==> config.mk <==
export PLATFORM = sky130hd
export DESIGN_NAME = chao_trig_gen
export DESIGN_NICKNAME = d
export VERILOG_FILES = /design/src/rtl/chao_trig_gen.sv
export SDC_FILE = /design/constraint.sdc
export NUM_CORES = 1
export LEC_CHECK = 0
export ABC_CLOCK_PERIOD_IN_PS = 7400
export CORE_MARGIN = 2
export CORE_UTILIZATION = 60
export CTS_CLUSTER_SIZE = 10
export DETAILED_ROUTE_END_ITERATION = 16
export HOLD_SLACK_MARGIN = 0.03
export MAX_ROUTING_LAYER = met4
export PLACE_DENSITY = 0.89
export SLEW_MARGIN = 10
export SYNTH_ARGS = -nofsm -noshare
export SYNTH_HDL_FRONTEND = slang
export SYNTH_SLANG_ARGS = --single-unit
==> constraint.sdc <==
create_clock -name clk -period 7.4 [get_ports clk]
set_clock_uncertainty 0.05 [all_clocks]
set_input_delay 1.48 -clock clk [delete_from_list [all_inputs] [get_ports clk]]
set_output_delay 1.48 -clock clk [all_outputs]
set_load 0.03 [all_outputs]
==> src/rtl/chao_trig_gen.sv <==
// rtl/chao_trig_gen.sv - ultrasonic trigger generator with programmable period/width, periodic and one-shot modes
module chao_trig_gen #(
    parameter int CNT_W      = 24,
    parameter int MIN_PERIOD = 2
) (
    input  logic             clk,
    input  logic             rst_n,
    input  logic             en,
    input  logic             mode,
    input  logic             start,
    input  logic [CNT_W-1:0] period,
    input  logic [CNT_W-1:0] width,
    output logic             trig,
    output logic             tick,
    output logic             busy
);

    localparam logic [CNT_W-1:0] MIN_P = CNT_W'(MIN_PERIOD);
    localparam logic [CNT_W-1:0] ONE   = CNT_W'(1);

    typedef enum logic {
        IDLE,
        RUN
    } state_t;

    state_t           state;
    logic [CNT_W-1:0] cnt;
    logic [CNT_W-1:0] p_l;
    logic [CNT_W-1:0] w_l;

    logic [CNT_W-1:0] p_clamp;
    logic [CNT_W-1:0] w_clamp;
    logic [CNT_W-1:0] cnt_next;
    logic             at_end;
    logic             do_load;
    logic             do_advance;

    // Clamp the requested period/width and decide what the next edge does:
    // load a fresh period (launch or periodic restart), advance, or drop to idle.
    always_comb begin
        p_clamp    = (period < MIN_P) ? MIN_P : period;
        w_clamp    = (width > (p_clamp - ONE)) ? (p_clamp - ONE) : width;
        cnt_next   = cnt + ONE;
        at_end     = (cnt == (p_l - ONE));
        do_load    = 1'b0;
        do_advance = 1'b0;
        if (state == IDLE) begin
            do_load = en && (!mode || start);
        end else if (en) begin
            do_load    = at_end && !mode;
            do_advance = !at_end;
        end
    end

    // Single state machine with registered trig/tick/busy; anything that is
    // neither a load nor an advance (abort, one-shot end, idle) returns to IDLE.
    always_ff @(posedge clk or negedge rst_n) begin
        if (!rst_n) begin
            state <= IDLE;
            cnt   <= '0;
            p_l   <= '0;
            w_l   <= '0;
            trig  <= 1'b0;
            tick  <= 1'b0;
            busy  <= 1'b0;
        end else if (do_load) begin
            state <= RUN;
            cnt   <= '0;
            p_l   <= p_clamp;
            w_l   <= w_clamp;
            trig  <= (w_clamp != '0);
            tick  <= 1'b1;
            busy  <= 1'b1;
        end else if (do_advance) begin
            cnt   <= cnt_next;
            trig  <= (cnt_next < w_l);
            tick  <= 1'b0;
            busy  <= 1'b1;
        end else begin
            state <= IDLE;
            cnt   <= '0;
            trig  <= 1'b0;
            tick  <= 1'b0;
            busy  <= 1'b0;
        end
    end

endmodule

==> flow_metrics.py, run 1 <==
metrics = {
    "run_status": {
        "outcome": "complete, no violations",
    },
    "clock_tree": {
        "root_buffer": "clkbuf_8",
        "cts_tree": "built",
        "clk_pin_slew_worst_paths_ns": 0.08,
        "ctsLongestPathBuffers": 2,
        "postCtsSetupBuffers": 0,
        "holdBufCountCts": 0,
        "h-tree-depth": 3,
        "cts-resized-gates": 0,
        "clkLatencyLatePin_ns": 0.37,
        "cts.sinks": 76,
        "numCtsBuffers": 9,
    },
    "synth": {
        "yosysWarningCount": 0,
        "async_reset_ff_frac": 1.00,
        "syn_nets": 739,
        "synth-edff-count": 0,
        "yosysTopAreaCell": "dfrtp_1",
        "avgSynthCellArea_um2": 9.37,
        "synthCells": 636,
        "ys_seq_area_frac": 0.319,
        "synthTopCellsByArea": "dfrtp_1 32%, ha_1 10%, xnor2_1 6.6%",
        "ys_types": 65,
        "yosys_most_used_dff": "dfrtp_1",
        "mappedNetlistArea_mm2": 0.00596,
        "synth_top_area_frac": 0.319,
        "synth-seq-cells": 76,
    },
    "worst_setup_path": {
        "worst-setup-path-type": "in2reg",
        "cp-start-kind": "primary input",
        "path_max_fanout": 30,
        "worstPathArrival_ns": 7.19,
        "cp.required_ns": 7.59,
        "worst_setup_path_end_kind": "flop",
    },
    "sta": {
        "setup_tns_ns": 0,
        "fmax_mhz": 143,
        "rsz0062_at_grt": "false",
        "fin_crit_ns": 7.01,
        "setup_viol": 0,
        "worstMarginPinSlew_ns": 0.981,
        "slew_violations": 0,
        "final_hold_viol_count": 0,
        "slew_headroom": 0.346,
        "min_period_over_period": 0.947,
    },
    "flow_run": {
        "max_cap_viol_count": 0,
    },
    "global_routing": {
        "grt_pass1_wl_um": 26200,
        "first_global_vias": 5334,
        "overflow": 0,
        "grt_max_degree": 77,
        "grtUsageTotal": 0.316,
        "antenna_found_initial": 0,
    },
    "route": {
        "avgViaCountPerCell": 6.18,
        "remaining_drc_errors": 0,
        "dr.first_iter.drc_count": 284,
        "wirelength_um": 16000,
        "drtPass1Iterations": 6,
        "dr_total_vias": 5113,
        "ant_nets": 0,
        "wl_per_cell_um": 19.4,
    },
    "final_layout": {
        "area_delta_synth_final_pct": 13.9,
        "finalNonFillerCells": 828,
        "fin_nets": 793,
        "drive_gt1_frac": 0.0835,
        "fin_area_mm2": 0.00679,
        "antenna-diode-count": 0,
        "n_fill_cell": 734,
    },
    "pwr": {
        "vdd_drop_max_v": 0.000128,
        "p_leak_uw": 0.00290,
        "p_per_area_mw_per_mm2": 192,
    },
    "place": {
        "place_inst": 812,
        "dp_hpwl_um": 12500,
        "placed_area_mm2": 0.00662,
        "io_buffers": 55,
        "gp_congestion": 1.04,
    },
    "die": {
        "start_util": 0.615,
        "fp.dieW_um": 104,
        "row_count": 36,
        "die_h_um": 104,
        "io_pins": 56,
        "dieArea_mm2": 0.0107,
        "core_area_mm2": 0.00968,
    },
    "worst_hold_path": {
        "hold_class": "reg2reg",
    },
}
-- cells in the mapped netlist, types with 15 or more instances --
cell type	instances
a21oi_1	38
dfrtp_1	76
ha_1	50
inv_1	37
mux2_4	20
mux2i_1	27
nand2_1	31
nand3_1	15
nand4_1	23
nor2_1	51
nor2b_1	26
nor4_1	18
o21ai_0	20
xnor2_1	45
xor2_1	24
-- area by class of cell --
cell class / instances / area, um^2 / share of cell area
multi-input combinational: 503 / 3800 / 0.560
sequential: 76 / 1900 / 0.280
timing repair buffer: 63 / 608 / 0.0896
tap: 133 / 166 / 0.0245
clock buffer: 13 / 149 / 0.0219
inverter: 37 / 139 / 0.0205
clock inverter: 3 / 21.3 / 0.00313
-- report_power, final --
part           total [uW]  switching [uW]  internal (uW)
clock network         295             163            132
registers             563            71.2            492
logic                 444             234            210
-- cells in the final DEF, fill, tap and decap left out, types with 5 or more instances in the layout --
| master | n |
|---|---|
| nor3_1 | 14 |
| dfrtp_1 | 76 |
| nor2b_1 | 26 |
| and3_1 | 9 |
| inv_1 | 37 |
| or2_2 | 5 |
| xnor2_1 | 45 |
| nand3_1 | 15 |
| or4_1 | 8 |
| nor4_1 | 18 |
| clkdlybuf4s50_1 | 54 |
| nand2_1 | 31 |
| mux2_1 | 5 |
| mux2i_1 | 27 |
| nand2b_1 | 7 |
| o21ai_0 | 19 |
| ha_1 | 50 |
| clkbuf_8 | 10 |
| nand4_1 | 23 |
| mux2_4 | 20 |
| nor2_1 | 51 |
| or3_1 | 6 |
| a21oi_1 | 38 |
| xor2_1 | 24 |
| buf_4 | 9 |
-- cells by family after synthesis --
kind of cell / count (synthesis) / synth area share
xor gates and xnor gates: 69 / 0.101
adders and majority gates: 50 / 0.105
AOI/OAI and AO/OA: 95 / 0.100
buffers and inverters: 57 / 0.0464
muxes: 55 / 0.111
and+or+nand+nor: 234 / 0.217
DFF: 76 / 0.319
-- path summary, 6_finish.rpt --
| check | slack [ns] | to | from | depth (start not counted) |
|---|---|---|---|---|
| worst max-delay path | 0.39 | w_l[11] | period[6] | 18 |
| worst min-delay path | 0.48 | w_l[19] | w_l[19] | 1 |
| worst max register to register | 2.84 | w_l[0] | p_l[0] | 9 |
| worst min register to register | 0.48 | w_l[19] | w_l[19] | 1 |
| max in group asynchronous | 5.45 | cnt[5] | rst_n | 1 |
| min in group asynchronous | 1.21 | tick | rst_n | 1 |
-- per-layer routing --
metal,up-vias,wire length [um],track usage
li1,2396,-,-
met1,2464,6960,0.400
met2,202,7530,0.500
met3,51,933,0.0434
met4,0,621,0.155
met5,-,0,-
-- through the flow --
stage | util | total power (uW) | hold WS (ns) | setup slack (ns)
global route | 0.701 | 1370 | 0.495 | 0.196
floorplan | - | 858 | 0.431 | 0.727
CTS | 0.701 | 1300 | 0.479 | 0.550
finish | 0.701 | 1300 | 0.479 | 0.392
detailed placement | 0.683 | 1000 | 0.456 | 0.189
global placement | 0.683 | 978 | 0.450 | 0.206
-- critical path: stages --
cell             delay [ns]
clkdlybuf4s50_1        0.50
or4_1                  0.59
or3_1                  0.48
o21ai_0                0.28
ha_1                   0.24
or4b_2                 0.73
nor4_1                 0.59
xnor2_1                0.34
ha_1                   0.33
nand4_1                0.09
nor3_1                 0.06
a21oi_1                0.19
o21ai_0                0.22
o21ai_4                0.24
buf_4                  0.32
nor2_1                 0.09
a21oi_1                0.29
mux2i_1                0.12
-- registers in the layout (all words and copies together) (netlist names) --
signal  cells
trig        1
state       1
busy        1
p_l        24
w_l        24
cnt        24
tick        1
Note: power is estimated with default switching activity, not from simulation.
==> run 2, diff against run 1 <==
- CAP_MARGIN: default -> 15
==> results of run 2 <==
No change in the layout: final DEF, timing and power equal those of run 1.
